===== src/rtl/i2c_host_pkg.sv =====
// Shared types, default bus timing and a small helper for the I2C host byte engine.
package i2c_host_pkg;

  typedef enum logic [3:0] {
    IDLE_FREE, IDLE_HELD, RS_LOW, RS_SETUP, START_HOLD, BIT_LOW,
    BIT_HIGH, ACK_LOW, ACK_HIGH, STOP_LOW, STOP_SETUP, STOP_HOLD
  } state_t;

  typedef struct packed {
    logic       start;
    logic       stop;
    logic       read;
    logic       nack;
    logic [7:0] data;
  } cmd_t;

  localparam int unsigned DEF_T_CLOCK_LOW   = 4;
  localparam int unsigned DEF_T_CLOCK_HIGH  = 4;
  localparam int unsigned DEF_T_SETUP_START = 4;
  localparam int unsigned DEF_T_HOLD_START  = 4;
  localparam int unsigned DEF_T_SETUP_STOP  = 4;
  localparam int unsigned DEF_T_HOLD_STOP   = 4;

  function automatic int unsigned max2(input int unsigned a, input int unsigned b);
    return (a > b) ? a : b;
  endfunction

endpackage


===== src/rtl/i2c_host_phase_cnt.sv =====
// Loadable phase down-counter: load_val cycles per phase, frozen while stall is high.
// done is combinational and marks the last cycle of the phase.
module i2c_host_phase_cnt #(
  parameter int unsigned W = 3
) (
  input  logic         clk_i,
  input  logic         rst_i,
  input  logic         load,
  input  logic [W-1:0] load_val,
  input  logic         stall,
  output logic         done
);

  logic [W-1:0] cnt;

  always_ff @(posedge clk_i) begin
    if (rst_i) begin
      cnt <= '0;
    end else if (load) begin
      cnt <= load_val - W'(1);
    end else if (!stall && cnt != '0) begin
      cnt <= cnt - W'(1);
    end
  end

  assign done = (cnt == '0) && !stall;

endmodule


===== src/rtl/i2c_host_byte_ctrl.sv =====
// I2C host byte engine: START/repeated START, 8 bits MSB-first, ACK bit, optional STOP; one command per byte.
// Define I2C_HOST_CLK_STRETCH_EN to let a target stretch SCL high phases; otherwise scl_i is ignored.
module i2c_host_byte_ctrl
  import i2c_host_pkg::*;
#(
  parameter int unsigned T_CLOCK_LOW   = DEF_T_CLOCK_LOW,
  parameter int unsigned T_CLOCK_HIGH  = DEF_T_CLOCK_HIGH,
  parameter int unsigned T_SETUP_START = DEF_T_SETUP_START,
  parameter int unsigned T_HOLD_START  = DEF_T_HOLD_START,
  parameter int unsigned T_SETUP_STOP  = DEF_T_SETUP_STOP,
  parameter int unsigned T_HOLD_STOP   = DEF_T_HOLD_STOP
) (
  input  logic       clk_i,
  input  logic       rst_i,
  input  logic       cmd_valid_i,
  output logic       cmd_ready_o,
  input  logic       cmd_start_i,
  input  logic       cmd_stop_i,
  input  logic       cmd_read_i,
  input  logic       cmd_nack_i,
  input  logic [7:0] cmd_data_i,
  output logic       rsp_valid_o,
  output logic [7:0] rsp_data_o,
  output logic       rsp_nak_o,
  output logic       busy_o,
  input  logic       scl_i,
  input  logic       sda_i,
  output logic       scl_o,
  output logic       sda_o
);

  localparam int unsigned T_MAX = max2(max2(max2(T_CLOCK_LOW, T_CLOCK_HIGH),
                                            max2(T_SETUP_START, T_HOLD_START)),
                                       max2(T_SETUP_STOP, T_HOLD_STOP));
  localparam int unsigned CW = $clog2(T_MAX + 1);

  if (T_CLOCK_LOW == 0 || T_CLOCK_HIGH == 0 || T_SETUP_START == 0 ||
      T_HOLD_START == 0 || T_SETUP_STOP == 0 || T_HOLD_STOP == 0) begin : g_param_check
    $error("i2c_host_byte_ctrl: every timing parameter must be at least 1");
  end

  state_t        state;
  cmd_t          cmd;
  logic          accept;
  logic          cnt_load, cnt_done, stall;
  logic [CW-1:0] nxt_len;
  logic [2:0]    bit_idx;
  logic [7:0]    shreg;
  logic          stop_q, read_q, nack_q;

  assign cmd    = {cmd_start_i, cmd_stop_i, cmd_read_i, cmd_nack_i, cmd_data_i};
  assign accept = cmd_valid_i && cmd_ready_o;

`ifdef I2C_HOST_CLK_STRETCH_EN
  assign stall = !scl_i && (state inside {BIT_HIGH, ACK_HIGH, RS_SETUP, STOP_SETUP});
`else
  logic unused_scl;
  assign unused_scl = scl_i;
  assign stall      = 1'b0;
`endif

  // Length of the phase entered when the current one ends (or a command is taken).
  always_comb begin
    nxt_len = CW'(T_CLOCK_LOW);
    case (state)
      IDLE_FREE:           nxt_len = CW'(T_HOLD_START);
      RS_LOW:              nxt_len = CW'(T_SETUP_START);
      RS_SETUP:            nxt_len = CW'(T_HOLD_START);
      BIT_LOW, ACK_LOW:    nxt_len = CW'(T_CLOCK_HIGH);
      STOP_LOW:            nxt_len = CW'(T_SETUP_STOP);
      STOP_SETUP:          nxt_len = CW'(T_HOLD_STOP);
      default:             nxt_len = CW'(T_CLOCK_LOW);
    endcase
  end

  assign cnt_load = (state == IDLE_FREE || state == IDLE_HELD) ? accept : cnt_done;

  i2c_host_phase_cnt #(.W(CW)) u_phase_cnt (
    .clk_i    (clk_i),
    .rst_i    (rst_i),
    .load     (cnt_load),
    .load_val (nxt_len),
    .stall    (stall),
    .done     (cnt_done)
  );

  always_ff @(posedge clk_i) begin
    if (rst_i) begin
      state       <= IDLE_FREE;
      scl_o       <= 1'b1;
      sda_o       <= 1'b1;
      cmd_ready_o <= 1'b1;
      rsp_valid_o <= 1'b0;
      rsp_data_o  <= 8'h00;
      rsp_nak_o   <= 1'b0;
      busy_o      <= 1'b0;
      bit_idx     <= 3'd0;
      shreg       <= 8'h00;
      stop_q      <= 1'b0;
      read_q      <= 1'b0;
      nack_q      <= 1'b0;
    end else begin
      rsp_valid_o <= 1'b0;
      case (state)
        IDLE_FREE, IDLE_HELD: if (accept) begin
          cmd_ready_o <= 1'b0;
          stop_q      <= cmd.stop;
          read_q      <= cmd.read;
          nack_q      <= cmd.nack;
          // Reads shift out all ones so the same path releases SDA for every bit.
          shreg       <= cmd.read ? 8'hFF : cmd.data;
          bit_idx     <= 3'd7;
          if (state == IDLE_FREE) begin
            sda_o <= 1'b0;
            state <= START_HOLD;
          end else if (cmd.start) begin
            state <= RS_LOW;
          end else begin
            sda_o <= cmd.read | cmd.data[7];
            state <= BIT_LOW;
          end
        end
        RS_LOW: if (cnt_done) begin
          scl_o <= 1'b1;
          state <= RS_SETUP;
        end
        RS_SETUP: if (cnt_done) begin
          sda_o <= 1'b0;
          state <= START_HOLD;
        end
        START_HOLD: if (cnt_done) begin
          scl_o  <= 1'b0;
          sda_o  <= shreg[7];
          busy_o <= 1'b1;
          state  <= BIT_LOW;
        end
        BIT_LOW: if (cnt_done) begin
          scl_o <= 1'b1;
          state <= BIT_HIGH;
        end
        BIT_HIGH: if (cnt_done) begin
          scl_o <= 1'b0;
          shreg <= {shreg[6:0], sda_i};
          if (bit_idx == 3'd0) begin
            sda_o <= !read_q | nack_q;
            state <= ACK_LOW;
          end else begin
            bit_idx <= bit_idx - 3'd1;
            sda_o   <= shreg[6];
            state   <= BIT_LOW;
          end
        end
        ACK_LOW: if (cnt_done) begin
          scl_o <= 1'b1;
          state <= ACK_HIGH;
        end
        ACK_HIGH: if (cnt_done) begin
          scl_o       <= 1'b0;
          rsp_valid_o <= 1'b1;
          rsp_data_o  <= shreg;
          rsp_nak_o   <= sda_i;
          if (stop_q) begin
            sda_o <= 1'b0;
            state <= STOP_LOW;
          end else begin
            sda_o       <= 1'b1;
            cmd_ready_o <= 1'b1;
            state       <= IDLE_HELD;
          end
        end
        STOP_LOW: if (cnt_done) begin
          scl_o <= 1'b1;
          state <= STOP_SETUP;
        end
        STOP_SETUP: if (cnt_done) begin
          sda_o <= 1'b1;
          state <= STOP_HOLD;
        end
        STOP_HOLD: if (cnt_done) begin
          busy_o      <= 1'b0;
          cmd_ready_o <= 1'b1;
          state       <= IDLE_FREE;
        end
        default: state <= IDLE_FREE;
      endcase
    end
  end

endmodule


===== config.mk =====
export PLATFORM = sky130hd
export DESIGN_NAME = i2c_host_byte_ctrl
export DESIGN_NICKNAME = d
export VERILOG_FILES = /design/src/rtl/i2c_host_pkg.sv /design/src/rtl/i2c_host_phase_cnt.sv /design/src/rtl/i2c_host_byte_ctrl.sv
export SDC_FILE = /design/constraint.sdc
export NUM_CORES = 1
export LEC_CHECK = 0
export ABC_AREA = 0
export BUFFER_PORTS_ARGS = -buffer_cell sky130_fd_sc_hd__buf_4
export CAP_MARGIN = 10
export CELL_PAD_IN_SITES_DETAIL_PLACEMENT = 1
export CELL_PAD_IN_SITES_GLOBAL_PLACEMENT = 1
export CORE_MARGIN = 2
export CORE_UTILIZATION = 44
export CTS_BUF_LIST = sky130_fd_sc_hd__clkbuf_2
export CTS_CLUSTER_DIAMETER = 50
export DETAILED_ROUTE_END_ITERATION = 8
export PLACE_DENSITY = 0.84
export SYNTH_ARGS = -nofsm -noshare
export SYNTH_HDL_FRONTEND = slang
export SYNTH_SLANG_ARGS = --single-unit

===== constraint.sdc =====
create_clock -name clk_i -period 2.2 [get_ports clk_i]
set_input_delay 0.33 -clock clk_i [delete_from_list [all_inputs] [get_ports clk_i]]
set_output_delay 0.33 -clock clk_i [all_outputs]
set_load 0.02 [all_outputs]

Word-level counts from Yosys, hierarchy flattened
Cells that the tools add are included.
Widths: inputs -> output; s select.
Cells by class
  add/sub/neg operators: 2
  equality and inequality tests: 27
  mux-type cells: 45
  bitwise logic cells: 3
  reductions and logical operators: 27
Operators by type and width (count)
  $mux 4: 12
  $pmux 4 s11: 1
  $ne 2x2->1 const B: 13
  $mux 8: 3
  $eq 4x3->1 const B: 4
  $eq 4x4->1 const B: 4
  $pmux 8 s2: 1
  $mux 1: 15
  $mux 3: 5
  $reduce_and 11->1: 1
  $reduce_and 3->1: 3
  $eq 4x2->1 const B: 2
  $reduce_and 8->1: 1
  $reduce_bool 2->1: 4
  $logic_not 3->1: 2
  $mux 2: 3
  $pmux 1 s6: 1
  $pmux 3 s2: 1
  $reduce_bool 3->1: 2
  $reduce_bool 6->1: 1
  $reduce_or 2->1: 3
  $sub 3x1->3 const B: 2
  $reduce_and 5->1: 1
  $eq 4x1->1 const B: 1
  other kinds (14): 18
Word-level totals
  flip-flop bits (word level): 35
  input bits: 17
  word-level logic and storage cells: 119

Logic depth before layout (Yosys ltp)
Gate-level depths: netlist (run 1).
  depth after elaboration: 5
  mapped depth: 8
  mapped depth without buffers: 6

Hierarchy
From an unflattened synthesis (run 1), not the netlist that was laid out.
Unflattened totals
  cells, all modules: 239
  area total of the unflattened synthesis: 1944.4 µm²
By module, submodules not included
  i2c_host_byte_ctrl: instances 1, cells an instance 215, area an instance 1724.2 µm²
  i2c_host_phase_cnt: instances 1, cells an instance 24, area an instance 220.2 µm²

Least setup slack after synthesis (run 1)
Ideal clock, no wire load.
  path type: register to register
  start point: reg u_phase_cnt.cnt[0]
  end point: reg shreg[7]
  data arrival time: 1.539 ns
  slack: 0.591 ns
  cell stages (with the launch flop): 8
  path buffers: 1
  period minus slack after synthesis: 1.609 ns
  cell sequence: dfxtp_1 -> inv_1 -> ha_1 -> nor2b_1 -> buf_2 -> a21oi_4 -> or4_1 -> a21oi_1
On the way
  word-level cells in the longest chain between the ends: 3
Ends and longest elaborated chain
  start: declaration: RTL line i2c_host_phase_cnt.sv:14  | logic [W-1:0] cnt;
  start signal: assignment: RTL line i2c_host_phase_cnt.sv:20  | cnt <= load_val - W'(1);
  start signal: assignment: RTL line i2c_host_phase_cnt.sv:22  | cnt <= cnt - W'(1);
  $logic_not 3->1: RTL line i2c_host_phase_cnt.sv:26  | assign done = (cnt == '0) && !stall;
  $ne 2x2->1 (no line)
  $reduce_and 3->1 (no line)
  end signal: assignment: RTL line i2c_host_byte_ctrl.sv:111  | shreg <= cmd.read ? 8'hFF : cmd.data;
  end signal: assignment: RTL line i2c_host_byte_ctrl.sv:143  | shreg <= {shreg[6:0], sda_i};
  end: declaration: RTL line i2c_host_byte_ctrl.sv:48  | logic [7:0] shreg;
No other way between the ends.
A chain may end at the register's enable or synchronous reset.

Worst setup path after layout (run 1)
  start point: reg state[3]
  end point: reg state[2]
On the way
  word-level cells in the longest chain between the ends: 4
  elaborated cells on any way between the ends: 28
  classes of those cells: eq/ne (22); mux (3); reduce/logical (3)
Ends and longest elaborated chain
  start: declaration: RTL line i2c_host_byte_ctrl.sv:42  | state_t state;
  start signal: assignment: RTL line i2c_host_byte_ctrl.sv:89  | state <= IDLE_FREE;
  start signal: assignment: RTL line i2c_host_byte_ctrl.sv:115  | state <= START_HOLD;
  start signal: assignment: RTL line i2c_host_byte_ctrl.sv:117  | state <= RS_LOW;
  $eq 4x1->1 / $logic_not 4->1 (equally long branches): RTL line i2c_host_byte_ctrl.sv:104, i2c_host_byte_ctrl.sv:113
  $reduce_or 2->1 / $mux 3 (equally long branches): RTL line i2c_host_byte_ctrl.sv:104, i2c_host_byte_ctrl.sv:113
  $ne 2x2->1 (no line) / $mux 4 (equally long branches)
  $reduce_and 11->1 (no line) / $pmux 4 s11 (equally long branches)
Parallel ways exist; a longest one is shown, timed or not. The select of a mux whose other input is x is not followed.

==> results.sh, run 1 <==
export IMPL_status="finished clean"
export IMPL_clk_pin_slew_worst_paths_ns=0.19
export IMPL_core_rowCount=24
export IMPL_first_iter_violations=67
export IMPL_synthFlopType="dfxtp_1"
export IMPL_tns_ns=0
export IMPL_p_leak_nw=0.948
export IMPL_cp_end_kind="flop"
export IMPL_power_mw=3.15
export IMPL_sequentialPowerShare_pct=32.6
export IMPL_io_pins=31
export IMPL_worst_ep_arrival_time_ns=2.28
export IMPL_r2r_end="state[2]"
export IMPL_crit_type="flop to flop"
export IMPL_start_util_pct=45.0
export IMPL_swShare_pct=42.7
export IMPL_combPwrFrac_pct=50.0
export IMPL_dp_hpwl_um=3700
export IMPL_fp_dieW_um=70.1
export IMPL_ys_ff_latch=35
export IMPL_ir_drop_uv=549
export IMPL_die_h_um=70.1
export IMPL_crit_path_top_delay_cell="dfxtp_1"
export IMPL_grt_overflow_total=0
export IMPL_grt_use_met1_pct=29.3
export IMPL_rsz0062_at_grt="false"
export IMPL_routabilityCongestion=0.856
export IMPL_async_reset_ff_share_pct=0
export IMPL_max_clock_path_buffers=2
export IMPL_cp_endpoint="state[2]"
export IMPL_drive_gt1_share_pct=23.4
export IMPL_finalSetupViolCount=0
export IMPL_core_area_sq_um=4260
export IMPL_max_stage_delay_ns=0.49
export IMPL_rr_worst_depth=5
export IMPL_critPathRequiredTime_ns=2.54
export IMPL_die_area_sq_um=4910
export IMPL_cts_root_buf="clkbuf_2"
export IMPL_track_usage_pct=22.1
export IMPL_multi_input_area_sq_um=1100
export IMPL_internal_power_mw=1.80
export IMPL_hold_violations=0
export IMPL_clock_sinks=35
export IMPL_postRouteAntennaNets=0
export IMPL_yosysUniqueCellTypes=53
export IMPL_grt_pass1_wl_um=8600
export IMPL_clockPowerShare_pct=17.4
export IMPL_hold_path_class="input port to flop"
export IMPL_min_period_over_period_pct=88.3
export IMPL_clk_latency_ns=0.40
export IMPL_crit_path_cell_trace="buf_4 -> or3_1 -> a31oi_4 -> a21oi_1 -> a211oi_1"
export IMPL_htreeDepth=2
export IMPL_crit_path_start="state[3]"
export IMPL_synth_edf_count=0
export IMPL_syn_to_final_growth_pct=18.7
export IMPL_synth_cell_area_sq_um=1920
export IMPL_seqCellArea_sq_um=701
export IMPL_grt_util_met3_pct=4.76
export IMPL_post_cts_resized=0
export IMPL_r2r_start="state[3]"
export IMPL_cap_viol_max_count=0
export IMPL_fin_cells=304
export IMPL_ctsHoldBuffers=0
export IMPL_cts_tree="yes"
export IMPL_p_sw_mw=1.35
export IMPL_drt_total_wl_um=5040
export IMPL_syn_area_per_cell_sq_um=8.61
export IMPL_maxSlewViolCount=0
export IMPL_post_drt_wl_per_cell_um=16.6
export IMPL_ys_seq_area_share_pct=36.5
export IMPL_worst_pin_slew_ns=0.501
export IMPL_grt_max_degree=34
export IMPL_grt_pass1_vias=1752
export IMPL_vias_per_cell=5.81
export IMPL_portBuffers=29
export IMPL_nets=272
export IMPL_whs_ns=0.158
export IMPL_firstDrtPassIters=4
export IMPL_setup_worst_path_start_class="flop"
export IMPL_antenna_found_initial=0
export IMPL_num_fill_cells=536
export IMPL_placed_cells=296
export IMPL_routed_via_count=1766
export IMPL_crit_fanout=12
export IMPL_finalClockSkew_ns=0.0172
export IMPL_n_antenna_cell=0
export IMPL_post_cts_buffers=0
export IMPL_yosysWarnings=0
export IMPL_p_per_area_nw_per_um2=1380
export IMPL_met2_usage_pct=36.2
export IMPL_cts_buffers=5
export IMPL_drc=0
export IMPL_slew_headroom_pct=66.5
export IMPL_syn_num_nets=244
export IMPL_grt_busiest_layer="met2"
export IMPL_max_freq_mhz=515
export IMPL_reg2reg_slack_ns=0.26
export IMPL_synthCells=223
export IMPL_min_period_ns=1.94
layout make-up:
type                    instances  share of cell area (%)
clock buffers                   6                    1.32
clock inverters                 2                    2.63
inverters                       8                    1.32
multi-input cells             162                    48.3
flip-flops and latches         35                    30.7
well taps                      52                    2.85
repair buffers                 39                    12.8
sequential cells by signal (all words and copies together) (netlist names):
name / flops
rsp_nak_o: 1
scl_o: 1
u_phase_cnt.cnt: 3
rsp_data_o: 8
busy_o: 1
bit_idx: 3
nack_q: 1
stop_q: 1
rsp_valid_o: 1
cmd_ready_o: 1
state: 4
sda_o: 1
shreg: 8
read_q: 1
worst min path at each step:
stage               slack (ns)  cells past startpoint                from                 end
floorplan                 0.44                      1  u_phase_cnt.cnt[0]  u_phase_cnt.cnt[0]
global placement          0.46                      1  u_phase_cnt.cnt[0]  u_phase_cnt.cnt[0]
detailed placement        0.47                      1  u_phase_cnt.cnt[0]  u_phase_cnt.cnt[0]
CTS                       0.14                      3               sda_i           rsp_nak_o
global route              0.16                      3          cmd_nack_i              nack_q
finish                    0.16                      3               sda_i           rsp_nak_o
routing by layer:
layer	up-vias	wire [um]
met2	26	2460
met4	0	55
met5	-	0
met3	5	165
li1	875	-
met1	860	2370
worst max-delay path: cells and delay by family, from the launching register on:
family                 cells  cell delay [ns]
AO/OA/AOI/OAI              3             0.65
flip-flops                 1             0.49
AND/OR/NAND/NOR            1             0.49
buffers and inverters      1             0.24
synthesized netlist by cell type, types with 2 or more instances:
| master | count | area share (%) |
|---|---|---|
| dfxtp_1 | 35 | 36 |
| nor2_1 | 23 | 4.5 |
| a21oi_1 | 18 | 4.7 |
| mux2i_1 | 10 | 5.2 |
| o21ai_0 | 10 | 2.6 |
| o21ai_1 | 9 | 2.3 |
| or3_1 | 9 | 2.9 |
| buf_2 | 8 | 2.1 |
| clkbuf_1 | 8 | 1.6 |
| inv_1 | 8 | 1.6 |
| nand2_1 | 8 | 1.6 |
| nand2b_1 | 7 | 2.3 |
| o2111ai_1 | 7 | 3.2 |
| a31oi_1 | 5 | 1.6 |
| a211oi_1 | 4 | 1.6 |
| ha_1 | 4 | 2.6 |
| nor2b_1 | 4 | 1.3 |
| nor3_1 | 3 | 0.78 |
| nor3b_1 | 3 | 1.2 |
| a21o_1 | 2 | 0.78 |
| a311oi_1 | 2 | 0.91 |
| o211ai_1 | 2 | 0.78 |
| o21ai_2 | 2 | 0.91 |
| or2_2 | 2 | 0.65 |
| xnor2_1 | 2 | 0.91 |
power groups by stage:
stage          combinational, mW  clock (mW)  sequential (mW)
4_1_cts                     1.58       0.560             1.03
6_report                    1.58       0.548             1.03
5_1_grt                     1.76       0.585             1.06
3_5_place_dp                1.56           0             1.04
2_1_floorplan               1.17           0            0.997
3_3_place_gp                1.51           0             1.03
through the flow:
step                util, %  setup WS (ns)  area, sq um
floorplan                 -          0.591         1920
global placement       51.3          0.376         2190
detailed placement     51.3          0.345         2190
CTS                    53.5          0.247         2280
global route           53.5          0.106         2280
finish                 53.5          0.256         2280
placed cells by master, fill, tap and decap left out, drive strengths merged, types with 2 or more instances in the layout:
cell,count
or3,9
o21ai,21
buf,39
a211oi,4
or2,2
o211ai,2
nor3,4
ha,4
o2111ai,7
inv,8
a311oi,2
clkbuf,6
a31oi,6
mux2i,10
nand2,8
nand2b,7
dfxtp,35
nor2b,4
bufinv,2
nor3b,3
nor2,24
a21o,2
xnor2,2
a21oi,20
cell families (layout without fill, tap and decap cells):
kind of cell / count (synthesis) / in the layout / synth area share [%]
compound gates: 75 / 75 / 28.1
simple gates: 70 / 70 / 19.9
flops: 35 / 35 / 36.5
buf+inv: 26 / 55 / 6.19
mux: 11 / 11 / 5.80
fa+ha+maj: 4 / 4 / 2.61
xor+xnor: 2 / 2 / 0.912
(Power assumes the default switching activity.)
==> run 2: changes to the inputs <==
--- a/config.mk
+++ b/config.mk
@@ -6,16 +6,18 @@
 export NUM_CORES = 1
 export LEC_CHECK = 0
 export ABC_AREA = 0
+export ABC_CLOCK_PERIOD_IN_PS = 1600
 export BUFFER_PORTS_ARGS = -buffer_cell sky130_fd_sc_hd__buf_4
 export CAP_MARGIN = 10
 export CELL_PAD_IN_SITES_DETAIL_PLACEMENT = 1
 export CELL_PAD_IN_SITES_GLOBAL_PLACEMENT = 1
 export CORE_MARGIN = 2
-export CORE_UTILIZATION = 44
+export CORE_UTILIZATION = 39
 export CTS_BUF_LIST = sky130_fd_sc_hd__clkbuf_2
 export CTS_CLUSTER_DIAMETER = 50
 export DETAILED_ROUTE_END_ITERATION = 8
-export PLACE_DENSITY = 0.84
+export PLACE_DENSITY = 0.79
+export SLEW_MARGIN = 5
 export SYNTH_ARGS = -nofsm -noshare
 export SYNTH_HDL_FRONTEND = slang
 export SYNTH_SLANG_ARGS = --single-unit
==> constraint.sdc (replaced) <==
create_clock -name clk_i -period 1.6 [get_ports clk_i]
set_input_delay 0.24 -clock clk_i [delete_from_list [all_inputs] [get_ports clk_i]]
set_output_delay 0.24 -clock clk_i [all_outputs]
set_load 0.02 [all_outputs]
==> run 2 against run 1 <==
Against the previous run:
- the flow now finishes with violations (negative setup slack)
- maximum frequency increased by 19%
- sequential share of layout area is 4.9 points lower
- flip-flop and latch count did not move
- register-to-register slack lost 0.29 ns
- hold slack worse by 0.10 ns
- clock skew increased by 0.010 ns
- die area up 12%
- sequential power is 37% higher
- clock power increased by 9.1%
- cell count rose by 16%
- combinational power up 110%
- largest cell class unchanged
==> results.sh, run 2 (synthesis results as in run 1) <==
export IMPL_first_iter_violations=102
export IMPL_mostFrequentLayoutCells="63 x buf_4, 28 x dfxtp_1, 20 x nor2_1, 16 x a21oi_1"
export IMPL_syn_to_final_growth_pct=43.8
export IMPL_grt_overflow_total=0
export IMPL_hold_path_class="input port to flop"
export IMPL_start_util_pct=40.7
export IMPL_setup_worst_path_start_class="flop"
export IMPL_fin_cells=353
export IMPL_vias_per_cell=5.63
export IMPL_critPathRequiredTime_ns=1.92
export IMPL_hold_violations=0
export IMPL_place_ws_ns=-0.0909
export IMPL_final_design_area_no_fill_sq_um=2760
export IMPL_final_util_pct=58.5
export IMPL_clk_latency_ns=0.41
export IMPL_routabilityCongestion=0.829
export IMPL_crit_type="flop to flop"
export IMPL_grt_pass1_vias=1982
export IMPL_finalSetupViolCount=5
export IMPL_clock_sinks=35
export IMPL_nets=306
export IMPL_placed_cells=336
export IMPL_dp_hpwl_um=4070
export IMPL_max_freq_mhz=610
export IMPL_swShare_pct=42.9
export IMPL_worst_ep_arrival_time_ns=1.96
export IMPL_crit_fanout=6
export IMPL_worst_slack_ns=-0.0381
export IMPL_fp_dieW_um=74.2
export IMPL_finalClockSkew_ns=0.0271
export IMPL_grt_pass1_wl_um=9520
export IMPL_sequentialPowerShare_pct=26.5
export IMPL_p_leak_nw=1.16
export IMPL_final_common_cell="buf_4"
export IMPL_ir_drop_uv=1000
export IMPL_core_area_sq_um=4720
export IMPL_die_h_um=74.2
export IMPL_portBuffers=29
export IMPL_rsz0062_at_grt="true"
export IMPL_io_pins=31
export IMPL_clk_pin_slew_worst_paths_ns=0.21
export IMPL_drc=0
export IMPL_firstDrtPassIters=4
export IMPL_core_rowCount=25
export IMPL_n_antenna_cell=0
export IMPL_routed_via_count=1987
export IMPL_clockPowerShare_pct=11.3
export IMPL_slew_headroom_pct=73.6
export IMPL_drive_gt1_share_pct=44.1
export IMPL_cts_buffers=5
export IMPL_die_area_sq_um=5500
export IMPL_cts_tree="yes"
export IMPL_min_period_over_period_pct=102
export IMPL_p_sw_mw=2.28
export IMPL_min_period_ns=1.64
export IMPL_postRouteAntennaNets=0
export IMPL_cp_end_kind="flop"
export IMPL_drt_total_wl_um=5980
export IMPL_cap_viol_max_count=0
export IMPL_violations="negative setup slack"
export IMPL_largestRegisters="rsp_data_o x8, shreg x8, state x4"
export IMPL_max_clock_path_buffers=2
export IMPL_cts_root_buf="clkbuf_2"
export IMPL_antenna_found_initial=0
export IMPL_combPwrFrac_pct=62.2
export IMPL_post_drt_wl_per_cell_um=16.9
export IMPL_internal_power_mw=3.04
export IMPL_track_usage_pct=22.9
export IMPL_grt_max_degree=34
export IMPL_maxSlewViolCount=0
export IMPL_worst_pin_slew_ns=0.396
export IMPL_status="complete, but fails checks"
export IMPL_p_per_area_nw_per_um2=1930
export IMPL_htreeDepth=2
export IMPL_place_area_sq_um=2430
-- run 2: cell count changes in the layout (fill, tap and decap cells not counted), sizes merged --
cell / delta
clkinv: +2
buf: +33
bufinv: -1
-- run 2: power by group through the flow --
| stage | registers [mW] | logic [mW] | clock network (mW) |
|---|---|---|---|
| floorplan | 1.37 | 1.62 | 0 |
| CTS | 1.39 | 2.90 | 0.616 |
| finish | 1.41 | 3.31 | 0.598 |
| global route | 1.44 | 3.57 | 0.661 |
| detailed placement | 1.39 | 2.65 | 0 |
| global placement | 1.38 | 2.56 | 0 |
-- run 2: final cells by class --
cell class	count	area, sq um
multi-input combinational	162	1250
clock inverter	3	43.8
timing repair buffer	73	611
tap	67	83.8
clock buffer	5	25.0
sequential	35	714
inverter	8	30.0
fill	557	1960
-- run 2: layer usage --
metal	vias up	GRT usage, %	part of all wire (%)
li1	947	-	-
met2	46	40.6	52
met4	0	7.88	1.7
met1	983	27.5	43
met5	-	0	0
met3	11	4.88	4.0
-- run 2: path summary, 6_finish.rpt --
check | startpoint | to | slack (ns) | cells past startpoint
max | state[1] | u_phase_cnt.cnt[2] | -0.04 | 6
min | cmd_nack_i | nack_q | 0.05 | 3
max reg2reg | state[1] | u_phase_cnt.cnt[2] | -0.04 | 6
min reg2reg | read_q | read_q | 0.49 | 2
-- run 2: worst max-delay path, stage by stage (launching register included) --
cell       delay, ns
dfxtp_4         0.40
buf_6           0.12
a2111oi_4       0.39
clkbuf_16       0.24
nor2_4          0.05
buf_6           0.12
nor4_4          0.23
-- run 2: through the flow --
stage / setup TNS [ns] / hold slack (ns) / power, mW
2_1_floorplan: 0 / 0.376 / 2.99
5_1_grt: -1.02 / 0.0258 / 5.68
4_1_cts: -0.0146 / 0.0261 / 4.91
3_5_place_dp: -0.827 / 0.480 / 4.04
6_report: -0.0816 / 0.0545 / 5.32
3_3_place_gp: -0.162 / 0.465 / 3.93
-- run 2: timing repair --
item | in CTS | in global routing
endpoints found under the hold margin | 0 | 0
gates resized for setup | 18 | 39
cloned | 0 | 1
setup endpoints to repair | 20 | 27
setup buffers | 6 | 2
pin swaps | 5 | 13
hold buffers | 0 | 0
